[config.mk]
export PLATFORM = sky130hd
export DESIGN_NAME = fpga_exec_flat
export DESIGN_NICKNAME = d
export VERILOG_FILES = /design/src/rtl/fpga_pkg.sv /design/src/rtl/fpga_exec_if.sv /design/src/rtl/fpga_out_fifo.sv /design/src/rtl/fpga_exec.sv /design/src/flat_wrapper.sv
export SDC_FILE = /design/constraint.sdc
export NUM_CORES = 2
export LEC_CHECK = 0
export CORE_ASPECT_RATIO = 0.9
export CORE_MARGIN = 3
export CORE_UTILIZATION = 40
export DETAILED_ROUTE_END_ITERATION = 10
export MAX_ROUTING_LAYER = met4
export SLEW_MARGIN = 20
export SYNTH_ARGS = -nofsm -noshare
export SYNTH_HDL_FRONTEND = slang
export SYNTH_HIERARCHICAL = 1
export SYNTH_SLANG_ARGS = --single-unit
export TNS_END_PERCENT = 5
[constraint.sdc]
create_clock -name clock -period 9.8 [get_ports clock]
set_input_delay 1.96 -clock clock [delete_from_list [all_inputs] [get_ports clock]]
set_output_delay 1.96 -clock clock [all_outputs]
set_load 0.01 [all_outputs]
[src/rtl/fpga_pkg.sv]
// Shared types and helpers for the fpga_exec program executor.
// - opcode_e / state_e : instruction set and FSM state encodings
// - instr_t            : decoded instruction, sized for the widest supported configuration
// - off_*              : bit offsets of each field inside a raw {op, t, ma, a, mb, b} word
// - decode             : splits a raw word into instr_t for a given Width / AW
package fpga_pkg;

  // Upper bounds for the decoded struct; a configuration must satisfy Width <= MaxW and
  // AW <= MaxAw.
  localparam int unsigned MaxW      = 32;
  localparam int unsigned MaxAw     = 16;
  localparam int unsigned OpW       = 4;
  localparam int unsigned InstrMaxW = OpW + MaxAw + 2 * (1 + MaxW);

  typedef enum logic [3:0] {
    OpAdd  = 4'd0,
    OpSub  = 4'd1,
    OpMov  = 4'd2,
    OpOut  = 4'd3,
    OpJmp  = 4'd4,
    OpJeq  = 4'd5,
    OpJlt  = 4'd6,
    OpHalt = 4'd7
  } opcode_e;

  typedef enum logic [2:0] {
    StIdle,
    StClear,
    StFetch,
    StExec,
    StStall,
    StDone
  } state_e;

  // op is kept as raw bits: codes 8..15 are legal and behave as NOP.
  typedef struct packed {
    logic [OpW-1:0]   op;
    logic [MaxAw-1:0] t;
    logic             ma;
    logic [MaxW-1:0]  a;
    logic             mb;
    logic [MaxW-1:0]  b;
  } instr_t;

  function automatic int unsigned off_mb(input int unsigned width);
    return width;
  endfunction

  function automatic int unsigned off_a(input int unsigned width);
    return width + 1;
  endfunction

  function automatic int unsigned off_ma(input int unsigned width);
    return 2 * width + 1;
  endfunction

  function automatic int unsigned off_t(input int unsigned width);
    return 2 * width + 2;
  endfunction

  function automatic int unsigned off_op(input int unsigned width, input int unsigned aw);
    return 2 * width + 2 + aw;
  endfunction

  function automatic instr_t decode(input logic [InstrMaxW-1:0] raw, input int unsigned aw,
                                    input int unsigned width);
    instr_t               r;
    logic [InstrMaxW-1:0] wmask;
    logic [InstrMaxW-1:0] amask;
    logic [InstrMaxW-1:0] one;
    one   = InstrMaxW'(1);
    wmask = (one << width) - one;
    amask = (one << aw) - one;
    r.b   = MaxW'(raw & wmask);
    r.mb  = |((raw >> off_mb(width)) & one);
    r.a   = MaxW'((raw >> off_a(width)) & wmask);
    r.ma  = |((raw >> off_ma(width)) & one);
    r.t   = MaxAw'((raw >> off_t(width)) & amask);
    r.op  = OpW'((raw >> off_op(width, aw)) & InstrMaxW'(4'hF));
    return r;
  endfunction

endpackage

[src/rtl/fpga_exec_if.sv]
// Out-channel bundle of fpga_exec.
// - out_valid : head word available (producer -> consumer)
// - out_data  : head word
// - out_ready : consumer takes the head word when valid and ready are both high
interface fpga_exec_if #(
  parameter int unsigned Width = 12
) ();
  logic             out_valid;
  logic [Width-1:0] out_data;
  logic             out_ready;

  modport master (output out_valid, output out_data, input out_ready);
  modport slave  (input out_valid, input out_data, output out_ready);
endinterface

[src/rtl/fpga_out_fifo.sv]
// Width x Depth ring buffer feeding the out channel.
// - clr_i               : synchronous flush (takes priority over push/pop)
// - push_i / wdata_i    : write one word; ignored while full_o
// - full_o              : no free slot this cycle (a same-cycle pop does not free one)
// - out_valid_o/data_o  : head word, data forced to zero while empty
// - out_ready_i         : pop the head when valid
module fpga_out_fifo #(
  parameter int unsigned Width = 12,
  parameter int unsigned Depth = 16
) (
  input  logic             clock,
  input  logic             reset,
  input  logic             clr_i,
  input  logic             push_i,
  input  logic [Width-1:0] wdata_i,
  output logic             full_o,
  output logic             out_valid_o,
  output logic [Width-1:0] out_data_o,
  input  logic             out_ready_i
);

  localparam int unsigned PW = (Depth > 1) ? $clog2(Depth) : 1;

  logic [Width-1:0] mem [Depth];
  logic [PW-1:0]    wr_q, wr_d, rd_q, rd_d;
  logic [PW:0]      cnt_q, cnt_d;
  logic             do_push, do_pop;

  assign full_o      = (cnt_q == (PW + 1)'(Depth));
  assign out_valid_o = (cnt_q != '0);
  assign out_data_o  = out_valid_o ? mem[rd_q] : '0;
  assign do_push     = push_i & ~full_o & ~clr_i;
  assign do_pop      = out_valid_o & out_ready_i & ~clr_i;

  always_comb begin
    wr_d  = wr_q;
    rd_d  = rd_q;
    cnt_d = cnt_q;
    if (clr_i) begin
      wr_d  = '0;
      rd_d  = '0;
      cnt_d = '0;
    end else begin
      if (do_push) wr_d = wr_q + 1'b1;
      if (do_pop)  rd_d = rd_q + 1'b1;
      cnt_d = cnt_q + (PW + 1)'(do_push) - (PW + 1)'(do_pop);
    end
  end

  always_ff @(posedge clock or negedge reset) begin
    if (!reset) begin
      wr_q  <= '0;
      rd_q  <= '0;
      cnt_q <= '0;
    end else begin
      wr_q  <= wr_d;
      rd_q  <= rd_d;
      cnt_q <= cnt_d;
    end
  end

  // Storage is not reset; cnt_q alone decides what is visible.
  always_ff @(posedge clock) begin
    if (do_push) mem[wr_q] <= wdata_i;
  end

endmodule

[src/rtl/fpga_exec.sv]
// Loadable-program executor: program memory, local data memory, 2-cycle FETCH/EXEC FSM,
// step budget and a buffered out channel.
// - clock / reset        : sole clock, asynchronous active-low reset
// - load/load_addr/_data : program write, honoured only in IDLE/DONE
// - run                  : start pulse, honoured only in IDLE/DONE
// - out_if               : out channel (valid/ready), drains in every state
// - finished/success/timeout : completion flags, held until the next run or reset
// - ip / steps           : instruction pointer and retired-instruction count
module fpga_exec
  import fpga_pkg::*;
#(
  parameter int unsigned Width    = 12,
  parameter int unsigned NLocal   = 64,
  parameter int unsigned NCode    = 64,
  parameter int unsigned NOut     = 16,
  parameter int unsigned MaxSteps = 1000,
  parameter int unsigned AW       = $clog2((NLocal > NCode) ? NLocal : NCode)
) (
  input  logic                        clock,
  input  logic                        reset,
  input  logic                        load,
  input  logic [AW-1:0]               load_addr,
  input  logic [4+AW+2*(1+Width)-1:0] load_data,
  input  logic                        run,
  fpga_exec_if.master                 out_if,
  output logic                        finished,
  output logic                        success,
  output logic                        timeout,
  output logic [AW-1:0]               ip,
  output logic [31:0]                 steps
);

  localparam int unsigned InstrW = 4 + AW + 2 * (1 + Width);

  function automatic logic [AW-1:0] wrap_local(input logic [AW-1:0] x);
    return AW'(32'(x) % NLocal);
  endfunction

  function automatic logic [AW-1:0] wrap_code(input logic [AW-1:0] x);
    return AW'(32'(x) % NCode);
  endfunction

  state_e            state_q, state_d;
  logic [AW-1:0]     ip_q, ip_d;
  logic [AW-1:0]     clr_q, clr_d;
  logic [31:0]       steps_q, steps_d;
  logic              fin_q, fin_d, succ_q, succ_d, tmo_q, tmo_d;

  logic [InstrW-1:0] pmem [NCode];
  logic [Width-1:0]  lmem [NLocal];
  logic [InstrW-1:0] instr_q;

  instr_t            dec;
  logic              unused_dec;
  logic [Width-1:0]  imm_a, imm_b, val_a, val_b;

  logic              pmem_we;
  logic              lmem_we;
  logic [AW-1:0]     lmem_waddr;
  logic [Width-1:0]  lmem_wdata;
  logic              fifo_push, fifo_clr, fifo_full;
  logic              retire, jump, halt;
  logic [AW:0]       next_ip;

  assign dec        = decode(InstrMaxW'(instr_q), AW, Width);
  assign unused_dec = ^dec;
  assign imm_a      = dec.a[Width-1:0];
  assign imm_b      = dec.b[Width-1:0];
  assign val_a      = dec.ma ? lmem[wrap_local(imm_a[AW-1:0])] : imm_a;
  assign val_b      = dec.mb ? lmem[wrap_local(imm_b[AW-1:0])] : imm_b;
  // One bit wider than ip so that running off the end of a full-size program is visible.
  assign next_ip    = {1'b0, ip_q} + (AW + 1)'(1);

  always_comb begin
    state_d    = state_q;
    ip_d       = ip_q;
    steps_d    = steps_q;
    fin_d      = fin_q;
    succ_d     = succ_q;
    tmo_d      = tmo_q;
    clr_d      = clr_q;
    pmem_we    = 1'b0;
    lmem_we    = 1'b0;
    lmem_waddr = wrap_local(dec.t[AW-1:0]);
    lmem_wdata = val_a;
    fifo_push  = 1'b0;
    fifo_clr   = 1'b0;
    retire     = 1'b0;
    jump       = 1'b0;
    halt       = 1'b0;

    unique case (state_q)
      StIdle, StDone: begin
        pmem_we = load;
        if (run) begin
          state_d  = StClear;
          ip_d     = '0;
          steps_d  = '0;
          fin_d    = 1'b0;
          succ_d   = 1'b0;
          tmo_d    = 1'b0;
          clr_d    = '0;
          fifo_clr = 1'b1;
        end
      end
      StClear: begin
        lmem_we    = 1'b1;
        lmem_waddr = clr_q;
        lmem_wdata = '0;
        clr_d      = clr_q + 1'b1;
        if (clr_q == AW'(NLocal - 1)) state_d = StFetch;
      end
      StFetch: state_d = StExec;
      StExec: begin
        retire = 1'b1;
        case (dec.op)
          OpAdd: begin
            lmem_we    = 1'b1;
            lmem_wdata = val_a + val_b;
          end
          OpSub: begin
            lmem_we    = 1'b1;
            lmem_wdata = val_a - val_b;
          end
          OpMov: lmem_we = 1'b1;
          OpOut: begin
            // A full FIFO parks the instruction; it retires from STALL instead.
            if (fifo_full) begin
              retire  = 1'b0;
              state_d = StStall;
            end else begin
              fifo_push = 1'b1;
            end
          end
          OpJmp:  jump = 1'b1;
          OpJeq:  jump = (val_a == val_b);
          OpJlt:  jump = (val_a < val_b);
          OpHalt: halt = 1'b1;
          default: ;
        endcase
      end
      StStall: begin
        // instr_q is still the parked OUT, so val_a is the word to push.
        if (!fifo_full) begin
          fifo_push = 1'b1;
          retire    = 1'b1;
        end
      end
      default: state_d = StIdle;
    endcase

    if (retire) begin
      steps_d = steps_q + 32'd1;
      ip_d    = jump ? wrap_code(dec.t[AW-1:0]) : next_ip[AW-1:0];
      if (halt || (!jump && next_ip == (AW + 1)'(NCode))) begin
        state_d = StDone;
        fin_d   = 1'b1;
        succ_d  = 1'b1;
      end else if (steps_d == 32'(MaxSteps)) begin
        state_d = StDone;
        fin_d   = 1'b1;
        tmo_d   = 1'b1;
      end else begin
        state_d = StFetch;
      end
    end
  end

  always_ff @(posedge clock or negedge reset) begin
    if (!reset) begin
      state_q <= StIdle;
      ip_q    <= '0;
      clr_q   <= '0;
      steps_q <= '0;
      fin_q   <= 1'b0;
      succ_q  <= 1'b0;
      tmo_q   <= 1'b0;
    end else begin
      state_q <= state_d;
      ip_q    <= ip_d;
      clr_q   <= clr_d;
      steps_q <= steps_d;
      fin_q   <= fin_d;
      succ_q  <= succ_d;
      tmo_q   <= tmo_d;
    end
  end

  // RAM-style storage: no reset, program memory survives reset and restarts.
  always_ff @(posedge clock) begin
    if (pmem_we) pmem[wrap_code(load_addr)] <= load_data;
  end

  always_ff @(posedge clock) begin
    if (state_q == StFetch) instr_q <= pmem[ip_q];
  end

  always_ff @(posedge clock) begin
    if (lmem_we) lmem[lmem_waddr] <= lmem_wdata;
  end

  fpga_out_fifo #(
    .Width(Width),
    .Depth(NOut)
  ) u_out_fifo (
    .clock      (clock),
    .reset      (reset),
    .clr_i      (fifo_clr),
    .push_i     (fifo_push),
    .wdata_i    (val_a),
    .full_o     (fifo_full),
    .out_valid_o(out_if.out_valid),
    .out_data_o (out_if.out_data),
    .out_ready_i(out_if.out_ready)
  );

  assign finished = fin_q;
  assign success  = succ_q;
  assign timeout  = tmo_q;
  assign ip       = ip_q;
  assign steps    = steps_q;

endmodule

[src/flat_wrapper.sv]
// flat-port wrapper written by rule: the top's interface ports become plain ports
module fpga_exec_flat import fpga_pkg::*;
#(
  parameter int unsigned Width    = 12,
  parameter int unsigned NLocal   = 64,
  parameter int unsigned NCode    = 64,
  parameter int unsigned NOut     = 16,
  parameter int unsigned MaxSteps = 1000,
  parameter int unsigned AW       = $clog2((NLocal > NCode) ? NLocal : NCode)
)
  (clock, reset, load, load_addr, load_data, run, finished, success, timeout, ip, steps, out_if_out_valid, out_if_out_data, out_if_out_ready);
  fpga_exec_if #(.Width(Width)) out_if_i ();
  input  logic clock;
  input  logic reset;
  input  logic load;
  input  logic [AW-1:0] load_addr;
  input  logic [4+AW+2*(1+Width)-1:0] load_data;
  input  logic run;
  output logic finished;
  output logic success;
  output logic timeout;
  output logic [AW-1:0] ip;
  output logic [31:0] steps;
  output wire logic [$bits(out_if_i.out_valid)-1:0] out_if_out_valid;
  output wire logic [$bits(out_if_i.out_data)-1:0] out_if_out_data;
  input wire logic [$bits(out_if_i.out_ready)-1:0] out_if_out_ready;
  assign out_if_out_valid = out_if_i.out_valid;
  assign out_if_out_data = out_if_i.out_data;
  assign out_if_i.out_ready = out_if_out_ready;
  fpga_exec #(.Width(Width), .NLocal(NLocal), .NCode(NCode), .NOut(NOut), .MaxSteps(MaxSteps), .AW(AW)) u_core (.clock(clock), .reset(reset), .load(load), .load_addr(load_addr), .load_data(load_data), .run(run), .out_if(out_if_i), .finished(finished), .success(success), .timeout(timeout), .ip(ip), .steps(steps));
endmodule
==> impl_metrics.ini <==
[outcome]
status = finished, final reports clean

[final_layout]
nFillCells = 28356
drive_gt1_frac = 0.266
finish.net_count = 6920
fin_util = 0.455
areaGrowthSynthToFinish_pct = 12.8

[detailed_routing]
via_count = 71072
antenna_left = 0
dr.pass1.iters = 6
drt_iter0_drc = 8778
drc = 0
routedWlPerCell_um = 32.7
via_per_inst = 6.13
routed_wl_um = 379000

[clock_network]
cts_tree = yes
clkLatencyLatePin_ps = 890
ctsLongestPathBuffers = 4
cts_root_buffer = clkbuf_16
h-tree-depth = 5
cts_resized = 0
ctsHoldBuffers = 0
cts.sinks = 3363
postCtsSetupBuffers = 0
clk_pin_slew_worst_paths_ps = 60
cts_buffers = 330

[setup_path]
required_ps = 10150
max_stage_delay_ps = 620
crit_type = register to register
cp_max_fo = 96
cp_cell_sequence = buf_12 -> mux4_2 -> mux4_2 -> mux4_2 -> mux2i_1 -> inv_1 -> ha_1 -> nor2b_1 -> o21a_1 -> o21ai_0 -> a21o_1 -> a311oi_1 -> o31a_1 -> o211ai_1 -> nand3_4
critPathTopFamily = multiplexers
start_kind = register
critPathSlowestCell = mux2i_1
r2r_cells = 15
worstSetupEndpointType = register
crit_top_cell = mux4_2
cp.depth = 15
crit_buf_inv = 2
critPathArrivalTime_ps = 7320

[pwr]
p_int_uw = 28400
irDropWorstVdd_mv = 0.301
p_leak_uw = 0.0478
p_sw_uw = 12300
seqPwrFrac = 0.425
p_comb_frac = 0.273
power.share.clock = 0.302
power_density_mw_per_mm2 = 262
netSwitchingFraction = 0.302

[placement]
gp_congestion = 0.857
post-place-ws_ps = 2380
port_buffers = 100
dp_hpwl_um = 202000

[logic_synthesis]
ys_types = 78
ys_seq_area_frac = 0.731
synth.most_common_cell = edfxtp_1
synthArstFlopShare = 0.0187
synth-edff-count = 3300
yosysTopAreaCell = edfxtp_1
ys_ff_latch = 3363
synth_top_area_share = 0.719
synth_area_leaders = edfxtp_1, mux4_2, mux2i_1, o221ai_1, dfrtp_1
syn_inst = 6622
synth_commonest_cells = edfxtp_1, mux4_2, mux2i_1
synth_ff_type = edfxtp_1
ys.warnings.count = 6
syn_nets = 6710
syn_area_per_cell_um2 = 20.8
syn-cell-area_mm2 = 0.138

[timing]
fin_setup_tns_ps = 0
hold_viol = 0
slew_violations = 0
setup_violations = 0
worst_pin_slew_ps = 1190
period_minus_slack_ps = 6970
fmax_mhz = 143
fin_crit_sh = 0.711
whs_ps = 483
timing.final.ws_setup_ps = 2830
rsz0062_at_grt = false
slew_headroom = 0.205
fin_skew_ps = 44.5

[die]
chipHeight_um = 563
pin_count = 101
dieArea_mm2 = 0.351
die_x_um = 625
core_area_mm2 = 0.341
rows = 203
initial_core_util = 0.403

[global_route]
grt.overflow.total = 0
grt_pass1_vias = 70516
grt_pass1_wl_um = 535000
grt_max_degree = 117
grt_antenna_before_repair = 33
grt_util_all_layers = 0.219

[min_path]
min_path_type = register to register
min_path_cells = 1

[job]
cap_violations = 0
[layer usage]
| metal | up-vias | share of wire | track usage |
|---|---|---|---|
| li1 | 28588 | - | - |
| met1 | 38493 | 0.41 | 0.303 |
| met2 | 3355 | 0.48 | 0.341 |
| met3 | 636 | 0.083 | 0.0350 |
| met4 | 0 | 0.028 | 0.0586 |
| met5 | - | 0 | - |
[area by class of cell]
cell class                 instances  area [um^2]  area share
inverter                          44          178     0.00114
multi-input combinational       2794        35900       0.231
clock buffer                     415         8790      0.0566
sequential                      3363       101000       0.648
tap                             4510         5640      0.0363
antenna                           18         45.0    0.000290
timing repair buffer             299         2630      0.0169
clock inverter                   158         1450     0.00934
[cell usage in the layout (no fill, tap or decap), types with 22 or more instances in the layout]
| cell type | instances |
|---|---|
| clkbuf_1 | 75 |
| clkdlybuf4s50_1 | 63 |
| clkinv_1 | 63 |
| a21oi_1 | 205 |
| inv_1 | 32 |
| nor2_4 | 90 |
| o21ai_0 | 59 |
| nor2_1 | 108 |
| mux2_2 | 25 |
| clkbuf_16 | 340 |
| nand2_1 | 146 |
| a211oi_1 | 25 |
| xnor2_1 | 22 |
| edfxtp_1 | 3300 |
| nand3_1 | 39 |
| dfrtp_1 | 55 |
| o22ai_1 | 85 |
| mux2i_1 | 411 |
| bufinv_16 | 25 |
| nor2_2 | 47 |
| buf_4 | 207 |
| mux4_2 | 989 |
| clkinv_2 | 50 |
| nor3_1 | 49 |
| o221ai_1 | 182 |
| ha_1 | 38 |
[through the flow]
step	cell area (um^2)	total power, uW	instances
floorplan	138000	24900	6622
global placement	145000	28600	11008
detailed placement	145000	28700	11008
CTS	155000	41000	11581
global route	155000	42300	11595
finish	155000	40700	11601
[worst paths after layout]
check,start,slack (ps),end
worst max register to register,u_core/instr_q[13],2830,u_core/lmem[34][11]
max in group asynchronous,reset,7920,u_core/ip[3]
worst min register to register,u_core/success,480,u_core/success
worst min-delay path,u_core/success,480,u_core/success
min in group asynchronous,reset,1200,u_core/clr_q[3]
worst max-delay path,u_core/instr_q[13],2830,u_core/lmem[34][11]
[state kept, by name (all words and copies together) (netlist names)]
| signal | cells |
|---|---|
| u_core/steps | 32 |
| u_core/timeout | 1 |
| u_core/success | 1 |
| u_core/u_out_fifo/cnt_q | 5 |
| u_core/state_q | 3 |
| u_core/clr_q | 6 |
| u_core/u_out_fifo/wr_q | 4 |
| u_core/u_out_fifo/rd_q | 4 |
| u_core/finished | 1 |
| u_core/instr_q | 36 |
| u_core/pmem | 2304 |
| u_core/ip | 6 |
| u_core/u_out_fifo/mem | 192 |
| u_core/lmem | 768 |
[power by group through the flow]
stage	Combinational [uW]	Sequential [uW]	Clock, uW
2_1_floorplan	7390	17500	0
3_3_place_gp	10900	17600	0
3_5_place_dp	11100	17600	0
4_1_cts	11100	17300	12500
5_1_grt	11800	17300	13100
6_report	11100	17300	12300
[logic make-up (layout without fill, tap and decap cells)]
group	after synthesis	in the layout	synth area share
AOI/OAI and AO/OA	678	678	0.0329
xor gates and xnor gates	36	36	0.00229
adders and majority gates	41	41	0.00389
buffers and inverters	465	916	0.0155
DFF	3363	3363	0.731
muxes	1427	1427	0.194
other	0	18	0
and+or+nand+nor	612	612	0.0205
Note: power is estimated with default switching activity, not from simulation.
